==> src/rtl/mips_pkg.sv <==
// mips_pkg: shared definitions for the MIPS execute-stage multiply/divide unit.
//   - op encodings for MULT / MULTU / DIV / DIVU
//   - FSM state enumeration (IDLE, ITER, FIX)
//   - default datapath width and the divide-by-zero quotient value
package mips_pkg;

  localparam int DEFAULT_WIDTH = 32;

  localparam logic [1:0] OP_MULT  = 2'b00;
  localparam logic [1:0] OP_MULTU = 2'b01;
  localparam logic [1:0] OP_DIV   = 2'b10;
  localparam logic [1:0] OP_DIVU  = 2'b11;

  typedef enum logic [1:0] {
    IDLE = 2'd0,
    ITER = 2'd1,
    FIX  = 2'd2
  } state_e;

  // Quotient returned for any divide by zero at the default width.
  localparam logic [31:0] DIV0_QUOTIENT = 32'hFFFF_FFFF;

  // True for the signed operations (MULT, DIV).
  function automatic logic op_is_signed(input logic [1:0] op);
    return (op == OP_MULT) || (op == OP_DIV);
  endfunction

endpackage

==> src/rtl/muldiv_unit_if.sv <==
// muldiv_unit_if: request/result bundle between the control/issue logic and
// the multiply/divide unit.
//   master (issue side): drives start, op, rs, rt, mthi, mtlo; reads busy, done, hi, lo
//   slave  (unit side) : the reverse
interface muldiv_unit_if
  import mips_pkg::*;
#(
  parameter int WIDTH = DEFAULT_WIDTH
);

  logic             start;
  logic [1:0]       op;
  logic [WIDTH-1:0] rs;
  logic [WIDTH-1:0] rt;
  logic             mthi;
  logic             mtlo;
  logic             busy;
  logic             done;
  logic [WIDTH-1:0] hi;
  logic [WIDTH-1:0] lo;

  modport master (
    output start, op, rs, rt, mthi, mtlo,
    input  busy, done, hi, lo
  );

  modport slave (
    input  start, op, rs, rt, mthi, mtlo,
    output busy, done, hi, lo
  );

endinterface

==> src/rtl/muldiv_step.sv <==
// muldiv_step: one combinational iteration over the 2*WIDTH accumulator.
//   is_div   in  1        0: shift-add multiply step, 1: restoring divide step
//   acc      in  2*WIDTH  accumulator {upper, lower}
//   operand  in  WIDTH    multiplicand magnitude (mul) or divisor magnitude (div)
//   acc_next out 2*WIDTH  accumulator after this iteration
//
// Multiply: lower half starts as the multiplier; each step adds the
//   multiplicand to the upper half when the multiplier LSB is set, then the
//   whole accumulator shifts right (carry enters at the top).
// Divide: upper half is the partial remainder, lower half starts as the
//   dividend and fills with quotient bits from the right.
module muldiv_step #(
  parameter int WIDTH = 32
) (
  input  logic                 is_div,
  input  logic [2*WIDTH-1:0]   acc,
  input  logic [WIDTH-1:0]     operand,
  output logic [2*WIDTH-1:0]   acc_next
);

  logic [WIDTH:0]     sum;
  logic [2*WIDTH-1:0] mul_next;
  logic [WIDTH:0]     rem_shift;
  logic [WIDTH:0]     diff;
  logic               fits;
  logic [WIDTH-1:0]   new_rem;
  logic [2*WIDTH-1:0] div_next;

  always_comb begin
    // Multiply: carry out of the add becomes the new top bit after the shift.
    sum      = {1'b0, acc[2*WIDTH-1:WIDTH]} + (acc[0] ? {1'b0, operand} : '0);
    mul_next = {sum, acc[WIDTH-1:1]};

    // Divide: bring the next dividend bit into the remainder and trial-subtract.
    // The extra top bit keeps the shifted remainder exact; a clear sign bit on
    // the difference means the divisor fits.
    rem_shift = acc[2*WIDTH-1:WIDTH-1];
    diff      = rem_shift - {1'b0, operand};
    fits      = ~diff[WIDTH];
    new_rem   = fits ? diff[WIDTH-1:0] : rem_shift[WIDTH-1:0];
    div_next  = {new_rem, acc[WIDTH-2:0], fits};

    acc_next = is_div ? div_next : mul_next;
  end

endmodule

==> src/rtl/muldiv_unit.sv <==
// muldiv_unit: multi-cycle integer multiply/divide with HI/LO registers.
//   clk    in  rising-edge clock
//   reset  in  asynchronous active-high reset
//   bus    slave side of muldiv_unit_if:
//            start/op/rs/rt  launch an operation (honoured only in IDLE)
//            mthi/mtlo       copy rs into HI/LO (IDLE only, start wins)
//            busy            high for the WIDTH+1 cycles of an operation
//            done            one-cycle pulse after HI/LO take a result
//            hi/lo           architectural HI/LO registers
//
// Operands are reduced to magnitudes at start; the WIDTH iterations run
// unsigned and the FIX state applies the sign rules while writing HI/LO, so
// hi/lo never show intermediate values.
module muldiv_unit
  import mips_pkg::*;
#(
  parameter int WIDTH = DEFAULT_WIDTH
) (
  input  logic       clk,
  input  logic       reset,
  muldiv_unit_if.slave bus
);

  localparam int CW = (WIDTH > 2) ? $clog2(WIDTH) : 1;
  localparam logic [CW-1:0] LAST_ITER = CW'(WIDTH - 1);

  localparam logic [1:0] S_IDLE = IDLE;
  localparam logic [1:0] S_ITER = ITER;
  localparam logic [1:0] S_FIX  = FIX;

  logic [1:0]         state_reg;
  logic [CW-1:0]      count_reg;
  logic [2*WIDTH-1:0] acc_reg;
  logic [WIDTH-1:0]   m_reg;        // multiplicand or divisor magnitude
  logic               is_div_reg;
  logic               neg_q_reg;    // negate product / quotient
  logic               neg_r_reg;    // negate remainder (dividend was negative)
  logic               div_zero_reg;
  logic [WIDTH-1:0]   rs_raw_reg;   // original dividend, returned in HI on divide by zero
  logic               busy_reg;
  logic               done_reg;
  logic [WIDTH-1:0]   hi_reg;
  logic [WIDTH-1:0]   lo_reg;

  // Start-time operand conditioning
  logic               start_signed;
  logic               start_div;
  logic               rs_neg;
  logic               rt_neg;
  logic [WIDTH-1:0]   rs_abs;
  logic [WIDTH-1:0]   rt_abs;

  // Iteration and fix-up
  logic [2*WIDTH-1:0] step_acc;
  logic [2*WIDTH-1:0] prod_fix;
  logic [WIDTH-1:0]   quot_fix;
  logic [WIDTH-1:0]   rem_fix;

  always_comb begin
    start_signed = op_is_signed(bus.op);
    start_div    = bus.op[1];
    rs_neg       = start_signed & bus.rs[WIDTH-1];
    rt_neg       = start_signed & bus.rt[WIDTH-1];
    // The most negative value maps to itself, which is its correct unsigned magnitude.
    rs_abs       = rs_neg ? -bus.rs : bus.rs;
    rt_abs       = rt_neg ? -bus.rt : bus.rt;
  end

  muldiv_step #(
    .WIDTH (WIDTH)
  ) u_step (
    .is_div   (is_div_reg),
    .acc      (acc_reg),
    .operand  (m_reg),
    .acc_next (step_acc)
  );

  always_comb begin
    prod_fix = neg_q_reg ? -acc_reg : acc_reg;
    quot_fix = neg_q_reg ? -acc_reg[WIDTH-1:0] : acc_reg[WIDTH-1:0];
    rem_fix  = neg_r_reg ? -acc_reg[2*WIDTH-1:WIDTH] : acc_reg[2*WIDTH-1:WIDTH];
  end

  always_ff @(posedge clk or posedge reset) begin
    if (reset) begin
      state_reg    <= S_IDLE;
      count_reg    <= '0;
      acc_reg      <= '0;
      m_reg        <= '0;
      is_div_reg   <= 1'b0;
      neg_q_reg    <= 1'b0;
      neg_r_reg    <= 1'b0;
      div_zero_reg <= 1'b0;
      rs_raw_reg   <= '0;
      busy_reg     <= 1'b0;
      done_reg     <= 1'b0;
      hi_reg       <= '0;
      lo_reg       <= '0;
    end else begin
      done_reg <= 1'b0;
      case (state_reg)
        S_IDLE: begin
          if (bus.start) begin
            // Multiply keeps the multiplier in the lower half; divide keeps
            // the dividend there. The other operand sits in m_reg.
            acc_reg      <= start_div ? {{WIDTH{1'b0}}, rs_abs} : {{WIDTH{1'b0}}, rt_abs};
            m_reg        <= start_div ? rt_abs : rs_abs;
            is_div_reg   <= start_div;
            neg_q_reg    <= rs_neg ^ rt_neg;
            neg_r_reg    <= rs_neg;
            div_zero_reg <= (bus.rt == '0);
            rs_raw_reg   <= bus.rs;
            count_reg    <= '0;
            busy_reg     <= 1'b1;
            state_reg    <= S_ITER;
          end else begin
            if (bus.mthi) hi_reg <= bus.rs;
            if (bus.mtlo) lo_reg <= bus.rs;
          end
        end
        S_ITER: begin
          acc_reg   <= step_acc;
          count_reg <= count_reg + 1'b1;
          if (count_reg == LAST_ITER) state_reg <= S_FIX;
        end
        S_FIX: begin
          if (!is_div_reg) begin
            hi_reg <= prod_fix[2*WIDTH-1:WIDTH];
            lo_reg <= prod_fix[WIDTH-1:0];
          end else if (div_zero_reg) begin
            hi_reg <= rs_raw_reg;
            lo_reg <= {WIDTH{1'b1}};
          end else begin
            hi_reg <= rem_fix;
            lo_reg <= quot_fix;
          end
          done_reg  <= 1'b1;
          busy_reg  <= 1'b0;
          state_reg <= S_IDLE;
        end
        default: begin
          busy_reg  <= 1'b0;
          state_reg <= S_IDLE;
        end
      endcase
    end
  end

  assign bus.busy = busy_reg;
  assign bus.done = done_reg;
  assign bus.hi   = hi_reg;
  assign bus.lo   = lo_reg;

endmodule

==> src/flat_wrapper.sv <==
// flat-port wrapper written by rule: the top's interface ports become plain ports
module muldiv_unit_flat import mips_pkg::*;
#(
  parameter int WIDTH = DEFAULT_WIDTH
)
  (clk, reset, bus_start, bus_op, bus_rs, bus_rt, bus_mthi, bus_mtlo, bus_busy, bus_done, bus_hi, bus_lo);
  muldiv_unit_if #(.WIDTH(WIDTH)) bus_i ();
  input  logic clk;
  input  logic reset;
  input wire logic [$bits(bus_i.start)-1:0] bus_start;
  input wire logic [$bits(bus_i.op)-1:0] bus_op;
  input wire logic [$bits(bus_i.rs)-1:0] bus_rs;
  input wire logic [$bits(bus_i.rt)-1:0] bus_rt;
  input wire logic [$bits(bus_i.mthi)-1:0] bus_mthi;
  input wire logic [$bits(bus_i.mtlo)-1:0] bus_mtlo;
  output wire logic [$bits(bus_i.busy)-1:0] bus_busy;
  output wire logic [$bits(bus_i.done)-1:0] bus_done;
  output wire logic [$bits(bus_i.hi)-1:0] bus_hi;
  output wire logic [$bits(bus_i.lo)-1:0] bus_lo;
  assign bus_i.start = bus_start;
  assign bus_i.op = bus_op;
  assign bus_i.rs = bus_rs;
  assign bus_i.rt = bus_rt;
  assign bus_i.mthi = bus_mthi;
  assign bus_i.mtlo = bus_mtlo;
  assign bus_busy = bus_i.busy;
  assign bus_done = bus_i.done;
  assign bus_hi = bus_i.hi;
  assign bus_lo = bus_i.lo;
  muldiv_unit #(.WIDTH(WIDTH)) u_core (.clk(clk), .reset(reset), .bus(bus_i));
endmodule
==> config.mk <==
export PLATFORM = sky130hd
export DESIGN_NAME = muldiv_unit_flat
export DESIGN_NICKNAME = d
export VERILOG_FILES = /design/src/rtl/mips_pkg.sv /design/src/rtl/muldiv_unit_if.sv /design/src/rtl/muldiv_step.sv /design/src/rtl/muldiv_unit.sv /design/src/flat_wrapper.sv
export SDC_FILE = /design/constraint.sdc
export NUM_CORES = 1
export LEC_CHECK = 0
export BUFFER_PORTS_ARGS = -buffer_cell sky130_fd_sc_hd__buf_2
export CAP_MARGIN = 20
export CORE_ASPECT_RATIO = 1.4
export CORE_MARGIN = 2
export CORE_UTILIZATION = 40
export CTS_CLUSTER_DIAMETER = 200
export DETAILED_ROUTE_END_ITERATION = 8
export PLACE_DENSITY_LB_ADDON = 0.05
export SLEW_MARGIN = 10
export SYNTH_ARGS = -nofsm -noshare
export SYNTH_HDL_FRONTEND = slang
export SYNTH_SLANG_ARGS = --single-unit
==> constraint.sdc <==
create_clock -name clk -period 7.2 [get_ports clk]
set_input_delay 1.44 -clock clk [delete_from_list [all_inputs] [get_ports clk]]
set_output_delay 1.44 -clock clk [all_outputs]
set_load 0.01 [all_outputs]
==> impl_metrics.py, run 1 <==
metrics = {
    "power_and_ir_drop": {
        "pwr-share-comb_pct": 61.5,
        "switching_share_pct": 49.3,
        "p_int_mw": 5.00,
        "seqPwrFrac_pct": 25.1,
        "powerDensity_mw_per_mm2": 524,
        "vdd_ir_drop_max_uv": 286,
        "pwr-share-clk_pct": 13.4,
        "netSwitchingPower_mw": 4.85,
        "power.leakage_nw": 8.26,
        "finalPower_mw": 9.85,
    },
    "cells_and_area": {
        "nNetsFinal": 2375,
        "multiInputGateArea_sq_mm": 0.0110,
        "drive_gt1_share_pct": 10.5,
        "area_delta_synth_final_pct": 10.8,
        "nFillCells": 4337,
        "largest_reg_flops": 64,
        "num_antenna_cells": 0,
        "fin_area_sq_mm": 0.0188,
        "seqCellArea_sq_mm": 0.00513,
    },
    "placed_design": {
        "detailed_place.area_sq_mm": 0.0180,
        "dpl.hpwl_um": 49100,
        "portBuffers": 136,
        "dp_slack_ps": 2600,
        "routabilityCongestion": 0.913,
    },
    "worst_setup_path": {
        "crit_required_ps": 7620,
        "crit_fanout": 37,
        "arrival_ps": 4950,
        "criticalPathCategory": "reg -> reg",
        "startpoint": "u_core.acc_reg[31]",
        "crit_path_start_kind": "register",
        "reg2reg_depth": 14,
        "worstReg2RegStart": "u_core.acc_reg[31]",
        "crit_path_end_kind": "register",
    },
    "worst_hold_path": {
        "hold_start": "u_core.bus.hi[15]",
        "min_path_cells": 2,
        "min_path_type": "reg -> reg",
    },
    "global_route": {
        "grtUsageTotal_pct": 29.8,
        "met1_usage_pct": 37.1,
        "grt_pass1_wl_um": 99500,
        "antenna_found_initial": 1,
        "use_met2_pct": 52.2,
        "grt_use_met3_pct": 2.82,
        "grt_max_degree": 112,
        "grt_overflow": 0,
        "busiest_layer": "met2",
        "grt_pass1_vias": 15900,
    },
    "detailed_routing": {
        "wire_per_inst_um": 23.5,
        "totalWireLength_um": 65600,
        "route.vias.total": 16400,
        "viasPerCell": 5.85,
        "drt_first_pass_iters": 5,
        "drt.antenna.violating_nets": 0,
        "drc": 0,
        "drt_iter0_drc": 1152,
    },
    "floorplanning": {
        "dieArea_sq_mm": 0.0441,
        "fp-row-count": 89,
        "initial_core_util_pct": 40.4,
        "coreArea_sq_mm": 0.0420,
        "die_h_um": 248,
        "fp.dieW_um": 178,
        "ios": 137,
    },
    "synth": {
        "yosys_most_used_dff": "dfrtp_1",
        "synth-edff-count": 0,
        "yosys_warnings": 0,
        "synth_nets": 2348,
        "synth_seq_cells": 205,
        "synth_top_cell_area_share_pct": 30.2,
        "synthDistinctLibCells": 80,
        "netlist_instances": 2205,
        "synth_most_common_cell": "nand2_1",
        "yosys-top-cells-count": "333 x nand2_1, 248 x o21ai_0, 205 x dfrtp_1",
        "synth_top_area_cell": "dfrtp_1",
        "synth_seq_area_share_pct": 30.2,
        "synth_area_leaders": "dfrtp_1 30%, nand2_1 7.4%, o21ai_0 7.3%, xnor2_1 6.5%, a21oi_1 5.3%",
        "syn_area_per_cell_sq_um": 7.70,
        "netlist_area_sq_mm": 0.0170,
        "async_flop_share_pct": 100,
    },
    "run_status": {
        "outcome": "completed",
    },
    "clock_network": {
        "cts_sinks": 205,
        "cts_setup_buffers": 0,
        "numCtsBuffers": 25,
        "cts_hold_buf": 0,
        "htreeDepth": 1,
        "cts_resized": 0,
        "cts_tree": "yes",
        "clk_pin_slew_worst_paths_ps": 60,
        "clockBufferDepth": 3,
        "clockRootBuffer": "clkbuf_16",
        "insertion_delay_ps": 560,
    },
    "sta": {
        "fin_crit_sh_pct": 62.9,
        "min_period_ps": 4530,
        "fin_tns_setup_ps": 0,
        "maxSlewHeadroom_pct": 28.5,
        "timing.final.max_slew_violations": 0,
        "hold_viol": 0,
        "tightest_slew_ps": 1070,
        "finalSetupViolCount": 0,
        "layout_setup_ws_ps": 2670,
        "max_clock_freq_ghz": 0.221,
        "skew_ps": 12.1,
        "grt_setup_unrepaired": "false",
    },
    "job": {
        "maxCapViolCount": 0,
    },
}
-- power by group through the flow --
stage	registers, mW	clock network [mW]	logic [mW]
global placement	2.47	0	5.97
floorplan	2.15	0	4.55
CTS	2.46	1.34	6.06
global route	2.54	1.38	6.75
finish	2.47	1.32	6.06
detailed placement	2.47	0	6.02
-- worst max-delay path, stage by stage, from the launching register on --
cell and delay, ps:
dfrtp_1 580, inv_1 100, ha_1 220, fa_1 410, nand2b_1 190, a21oi_1 240, o2111ai_1 200, a21boi_0 380
o311ai_1 220, a21oi_1 460, a221oi_1 300, xnor2_4 190, buf_4 490, mux2i_1 270, o21ai_0 90
-- per-layer routing --
metal | vias up | wire length (um)
met5 | - | 8
met4 | 2 | 3110
met3 | 120 | 3250
met2 | 525 | 32100
met1 | 7915 | 27100
li1 | 7799 | -
-- area by class of cell --
class	count	share of cell area, %
Clock inverter	6	0.339
Timing Repair Buffer	163	4.88
Sequential cell	205	27.3
Inverter	63	1.30
Tap cell	546	3.63
Multi-Input combinational cell	1774	58.5
Clock buffer	39	4.08
-- layout by cell type (no fill, tap or decap), types with 8 or more instances in the layout --
cell type and n:
nor3_1 29, nand4_1 10, o22ai_1 34, o211ai_1 26
and3_1 11, or4_1 10, inv_1 60, dfrtp_1 203
a221o_1 9, clkbuf_8 9, nor2b_1 14, xnor2_1 126
and2_1 11, or3_1 31, a211oi_1 9, o31ai_1 29
a21oi_1 180, nand2_1 332, o21ai_0 248, clkbuf_16 25
nor4_1 15, a31oi_1 15, nand3_1 11, xor2_1 76
buf_4 26, a21o_1 24, a22oi_1 28, o21ai_1 9
ha_1 70, nor2_1 195, o41ai_1 8, buf_2 135
nand2b_1 23, mux2i_1 86
-- path summary, 6_finish.rpt --
check,to,slack [ps]
max,u_core.acc_reg[43],2670
min,u_core.bus.hi[15],470
max reg2reg,u_core.acc_reg[43],2670
min reg2reg,u_core.bus.hi[15],470
max in group asynchronous,u_core.is_div_reg,5040
min in group asynchronous,u_core.count_reg[0],980
-- stage by stage --
step,hold WS [ps],util [%],instances
2_1_floorplan,440,-,2205
3_3_place_gp,456,42.8,2750
3_5_place_dp,463,42.8,2750
4_1_cts,480,44.8,2795
5_1_grt,487,44.8,2796
6_report,471,44.8,2796
-- cell families (layout without fill, tap and decap cells) --
| group | Yosys count | count (layout) | synth area share (%) |
|---|---|---|---|
| and+or+nand+nor | 723 | 723 | 19.0 |
| AOI/OAI and AO/OA | 684 | 684 | 24.3 |
| buffers and inverters | 226 | 271 | 5.17 |
| DFF | 205 | 205 | 30.2 |
| xor gates and xnor gates | 203 | 203 | 10.5 |
| muxes | 92 | 92 | 5.47 |
| adders and majority gates | 72 | 72 | 5.40 |
Note: power is estimated with default switching activity, not from simulation.
==> inputs of run 2 (changes only) <==
ABC_AREA = 1   (was default)
clock period = 4.4 ns   (was 7.2 ns; I/O delays follow)
==> impl_metrics.py, run 2 <==
metrics = {
    "run_status": {
        "outcome": "completed",
    },
    "synth": {
        "muxShareOfSynthArea_pct": 0,
        "synthXorXnorAreaFrac_pct": 2.75,
        "syn_area_per_cell_sq_um": 5.85,
        "netlist_instances": 3435,
        "synth_seq_cells": 205,
        "synth_nets": 3578,
        "yosys.area_share.simple_pct": 40.7,
        "yosys-top-cells-count": "1,073 x nand2_1, 432 x nor2_1, 422 x inv_1",
        "synth_most_common_cell": "nand2_1",
        "synth-compound-area-share_pct": 14.9,
        "yosys_warnings": 0,
        "synth_top_area_cell": "dfrtp_1",
        "synthDistinctLibCells": 52,
        "yosys_most_used_dff": "dfrtp_1",
        "synthAdderAreaFrac_pct": 4.56,
        "synth-edff-count": 0,
        "synth_top_family_by_area": "simple AND/OR/NAND/NOR gates",
        "synth_top_cell_area_share_pct": 25.5,
        "synth_seq_area_share_pct": 25.5,
        "async_flop_share_pct": 100,
        "synth_area_leaders": "dfrtp_1 26%, nand2_1 20%, nand3_1 8.3%, nor2_1 8.1%, inv_1 7.9%",
        "netlist_area_sq_mm": 0.0201,
    },
    "worst_setup_path": {
        "criticalPathCategory": "reg -> reg",
        "crit_path_end_kind": "register",
        "arrival_ps": 3760,
        "crit_fanout": 29,
        "crit_required_ps": 4850,
        "crit_path_start_kind": "register",
    },
    "detailed_routing": {
        "drt.antenna.violating_nets": 0,
        "dr_wl_met3_um": 6370,
        "totalWireLength_um": 105000,
        "drt_iter0_drc": 2482,
        "drc": 0,
        "drt_first_pass_iters": 6,
        "viasPerCell": 5.68,
        "met1Wirelength_um": 37900,
        "route.vias.total": 23600,
        "dr_wl_met2_um": 49800,
        "wire_per_inst_um": 25.2,
        "top_layer_used": "met4",
    },
    "worst_hold_path": {
        "min_path_type": "reg -> reg",
    },
    "clock_network": {
        "clockRootBuffer": "clkbuf_16",
        "numCtsBuffers": 25,
        "insertion_delay_ps": 560,
        "clockBufferDepth": 3,
        "cts_hold_buf": 0,
        "cts_resized": 0,
        "clk_pin_slew_worst_paths_ps": 70,
        "cts_tree": "yes",
        "cts_sinks": 205,
        "cts_setup_buffers": 0,
        "htreeDepth": 1,
    },
    "global_route": {
        "antenna_found_initial": 0,
        "grt_overflow": 0,
        "grtUsageTotal_pct": 39.1,
        "grt_pass1_vias": 22900,
        "grt_pass1_wl_um": 152000,
        "grt_max_degree": 82,
    },
    "cells_and_area": {
        "largest_reg_flops": 64,
        "num_antenna_cells": 0,
        "area_delta_synth_final_pct": 9.80,
        "final_cell_mix": "1,073 x nand2_1, 430 x nor2_1, 421 x inv_1",
        "nNetsFinal": 3637,
        "fin_area_sq_mm": 0.0221,
        "nFillCells": 5507,
        "fin_util_pct": 44.2,
        "layout_commonest_cell": "nand2_1",
        "drive_gt1_share_pct": 8.17,
    },
    "floorplanning": {
        "fp-row-count": 97,
        "die_h_um": 269,
        "ios": 137,
        "dieArea_sq_mm": 0.0521,
        "initial_core_util_pct": 40.3,
        "coreArea_sq_mm": 0.0499,
        "fp.dieW_um": 193,
    },
    "placed_design": {
        "portBuffers": 136,
        "detailed_place.area_sq_mm": 0.0212,
        "routabilityCongestion": 1.06,
        "dp_slack_ps": 1240,
        "dpl.hpwl_um": 84000,
    },
    "sta": {
        "max_clock_freq_ghz": 0.303,
        "grt_setup_unrepaired": "false",
        "maxSlewHeadroom_pct": 34.4,
        "min_period_ps": 3300,
        "finalSetupViolCount": 0,
        "hold_viol": 0,
        "whs_ps": 483,
        "fin_tns_setup_ps": 0,
        "layout_setup_ws_ps": 1100,
        "skew_ps": 20.6,
        "timing.final.max_slew_violations": 0,
        "fin_crit_sh_pct": 75.1,
        "tightest_slew_ps": 982,
    },
    "job": {
        "maxCapViolCount": 0,
    },
    "power_and_ir_drop": {
        "powerDensity_mw_per_mm2": 963,
        "power.leakage_nw": 11.3,
        "vdd_ir_drop_max_uv": 471,
    },
}
run 2: cell types whose count changed after synthesis, moves of 26 or more:
cell      before   now
nor2_1       196   432
a21oi_1      180   232
nand3_1       11   334
o21ai_0      248   218
xnor2_1      126    13
or3_1         31     0
inv_1         62   422
mux2i_1       86     0
clkbuf_1     129    71
xor2_1        76    50
nand2_1      333  1073
o31ai_1       29     2
o22ai_1       34     2
run 2: path summary, 6_finish.rpt:
check | start | end | cells after the start | slack (ps)
setup / recovery | u_core.acc_reg[0] | u_core.acc_reg[55] | 14 | 1100
hold / removal | u_core.bus.lo[5] | u_core.bus.lo[5] | 2 | 480
setup reg to reg | u_core.acc_reg[0] | u_core.acc_reg[55] | 14 | 1100
hold reg to reg | u_core.bus.lo[5] | u_core.bus.lo[5] | 2 | 480
max in group asynchronous | reset | u_core.acc_reg[59] | 3 | 2750
min in group asynchronous | reset | u_core.bus.hi[11] | 2 | 540
run 2: layout make-up:
| class | count | area (sq um) | area share (%) |
|---|---|---|---|
| multi-input cells | 2657 | 12700 | 57.4 |
| flip-flops and latches | 205 | 5130 | 23.3 |
| inverters | 431 | 1620 | 7.35 |
| repair buffers | 174 | 978 | 4.43 |
| well taps | 643 | 805 | 3.65 |
| clock buffers | 30 | 674 | 3.06 |
| clock inverters | 14 | 186 | 0.845 |
run 2: cells by family (layout without fill, tap and decap cells):
logic type	Yosys count	after routing
flip-flops	205	205
XOR/XNOR	63	63
AO/OA/AOI/OAI	553	553
adder cells (fa/ha/maj)	72	72
AND/OR/NAND/NOR	1969	1969
buffers and inverters	573	649
run 2: critical path, cell delays in order (launching register included):
cell,delay [ps]
dfrtp_1,340
buf_4,300
nand2_1,90
inv_1,260
ha_1,350
a21oi_1,290
inv_1,70
nor2_1,290
o21ai_0,260
nand2_1,160
nand3_1,140
nand2_1,100
nand3_1,270
nand3_1,200
nand2_1,60
run 2: stage by stage:
stage	std cells	power (mW)
3_5_place_dp	4110	18.5
3_3_place_gp	4110	18.5
4_1_cts	4154	20.8
6_report	4154	21.2
5_1_grt	4154	22.7
2_1_floorplan	3435	13.3
run 2: per-layer routing:
metal,track usage [%],vias up
met5,0,-
met4,32.6,0
li1,-,11100
met1,43.5,11100
met3,4.73,331
met2,66.7,1121
run 2: report_power, final:
group | switching, mW | total [mW] | internal (mW)
clock | 0.935 | 2.26 | 1.33
sequential | 1.49 | 4.34 | 2.86
combinational | 10.2 | 14.6 | 4.40
==> inputs of run 3 (changes only) <==
clock period = 2.75 ns   (was 4.4 ns; I/O delays follow)
==> impl_metrics.py, run 3 (synthesis gave the netlist of run 2 again) <==
metrics = {
    "run_status": {
        "outcome": "completed",
    },
    "sta": {
        "max_clock_freq_ghz": 0.370,
        "maxSlewHeadroom_pct": 47.9,
        "hold_viol": 0,
        "skew_ps": 19.1,
        "min_period_ps": 2710,
        "timing.final.max_slew_violations": 0,
        "whs_ps": 123,
        "finalSetupViolCount": 0,
        "tightest_slew_ps": 781,
        "grt_setup_unrepaired": "true",
        "fin_crit_sh_pct": 98.4,
    },
    "power_and_ir_drop": {
        "powerDensity_mw_per_mm2": 1540,
        "vdd_ir_drop_max_uv": 975,
        "power.leakage_nw": 12.4,
    },
    "worst_setup_path": {
        "crit_required_ps": 3200,
        "criticalPathCategory": "reg -> reg",
        "crit_path_start_kind": "register",
        "path_cells": "inv_1 -> ha_1 -> a21oi_1 -> nand2_1 -> nand3b_1 -> nand2_1 -> nand3b_1 -> nand2_1 -> nand2_1 -> nand2_1 -> nand2_1 -> nand3_1 -> nand2_1",
        "worstReg2RegStart": "u_core.m_reg[10]",
        "startpoint": "u_core.m_reg[10]",
        "crit_path_frequent_cell": "nand2_1",
        "arrival_ps": 3150,
        "slowest_delay_ps": 500,
        "crit_fanout": 4,
        "cpMaxStageDelayCell": "dfrtp_1",
        "crit_path_end_kind": "register",
    },
    "floorplanning": {
        "ios": 137,
        "fp-row-count": 97,
        "fp.dieW_um": 193,
        "dieArea_sq_mm": 0.0521,
        "coreArea_sq_mm": 0.0499,
        "initial_core_util_pct": 40.3,
        "die_h_um": 269,
    },
    "clock_network": {
        "numCtsBuffers": 26,
        "clk_pin_slew_worst_paths_ps": 60,
        "insertion_delay_ps": 570,
        "cts_sinks": 205,
        "clockBufferDepth": 3,
        "cts_tree": "yes",
        "htreeDepth": 1,
        "clockRootBuffer": "clkbuf_16",
    },
    "global_route": {
        "grt_pass1_wl_um": 157000,
        "grt_overflow": 0,
        "grt_pass1_vias": 24200,
        "grt_max_degree": 105,
        "antenna_found_initial": 0,
        "grtUsageTotal_pct": 40.4,
    },
    "worst_hold_path": {
        "min_path_type": "in -> async",
    },
    "detailed_routing": {
        "totalWireLength_um": 108000,
        "viasPerCell": 5.66,
        "drc": 0,
        "drt_iter0_drc": 2232,
        "wire_per_inst_um": 24.7,
        "drt.antenna.violating_nets": 0,
        "drt_first_pass_iters": 6,
        "route.vias.total": 24800,
    },
    "placed_design": {
        "routabilityCongestion": 1.04,
        "portBuffers": 136,
        "placed_cells": 4321,
        "dpl.hpwl_um": 88100,
    },
    "cells_and_area": {
        "area_delta_synth_final_pct": 20.8,
        "num_antenna_cells": 0,
        "instances_no_fill": 4380,
        "nNetsFinal": 3860,
        "nFillCells": 5359,
        "final_cell_mix": "1,062 x nand2_1, 419 x inv_1, 415 x nor2_1",
        "drive_gt1_share_pct": 15.8,
        "layout_commonest_cell": "nand2_1",
        "largest_reg_flops": 64,
    },
    "job": {
        "maxCapViolCount": 0,
    },
}
-- run 3: changes by cell type in the layout (fill, tap and decap cells not counted), moves of 8 or more --
cell	previous run	this run
dfrtp_2	2	14
nand3_1	334	322
buf_12	1	9
nor2_2	16	28
ha_2	0	8
buf_4	37	249
ha_1	70	56
nand2_2	19	28
a21oi_1	232	223
a21oi_2	1	9
nand3_2	1	10
nand2_1	1073	1062
dfrtp_1	203	191
nor2_1	430	415
-- run 3: final cells by class --
class	instances	area, sq um	share of cell area (%)
multi-input combinational	2657	13000	53.6
sequential	205	5150	21.2
timing repair buffer	396	2750	11.3
inverter	431	1620	6.68
tap	643	805	3.32
clock buffer	34	742	3.06
clock inverter	14	199	0.820
-- run 3: metrics by stage --
stage	cell area [sq um]	setup TNS [ps]	setup slack, ps	total power [mW]	utilization [%]
finish	24300	0	44.1	37.5	48.6
global placement	22900	-766	-141	31.8	45.9
global route	24300	-100	-17.1	40.0	48.6
CTS	23900	0	0.864	36.1	47.9
floorplan	20100	-93950	-458	21.2	-
detailed placement	22900	-1130	-171	32.0	45.9
-- run 3: power breakdown --
part | internal (mW) | leakage, nW | switching, mW
clock | 2.29 | 0.447 | 1.55
sequential | 4.60 | 2.41 | 2.05
combinational | 9.47 | 9.59 | 17.5
total | 16.4 | 12.4 | 21.1
-- run 3: repair_timing --
action,CTS,global route
endpoints found under the setup margin,26,47
resized for setup,10,89
hold buffers,0,0
pin swaps,2,6
gates cloned,0,0
setup buffers,3,8
-- run 3: critical path, delay by kind of cell, from the launching register on --
family | cells | cell delay (ps)
AND/OR/NAND/NOR | 10 | 1330
AO/OA/AOI/OAI | 1 | 310
buffers and inverters | 1 | 80
adder cells (fa/ha/maj) | 1 | 360
flip-flops | 1 | 500
-- run 3: final timing paths --
check	cells past startpoint	slack (ps)	end
max	13	40	u_core.acc_reg[59]
min	3	120	u_core.bus.lo[28]
max reg2reg	13	40	u_core.acc_reg[59]
min reg2reg	2	480	u_core.bus.busy
max in group asynchronous	3	1910	u_core.acc_reg[53]
min in group clk	3	310	u_core.rs_raw_reg[16]
-- run 3: per-layer routing --
layer	vias up	wire length, um	global-route usage (%)
met1	11700	38100	43.2
met4	0	12000	37.1
met2	1167	51300	69.3
met5	-	0	0
li1	11600	-	-
met3	394	6630	5.18
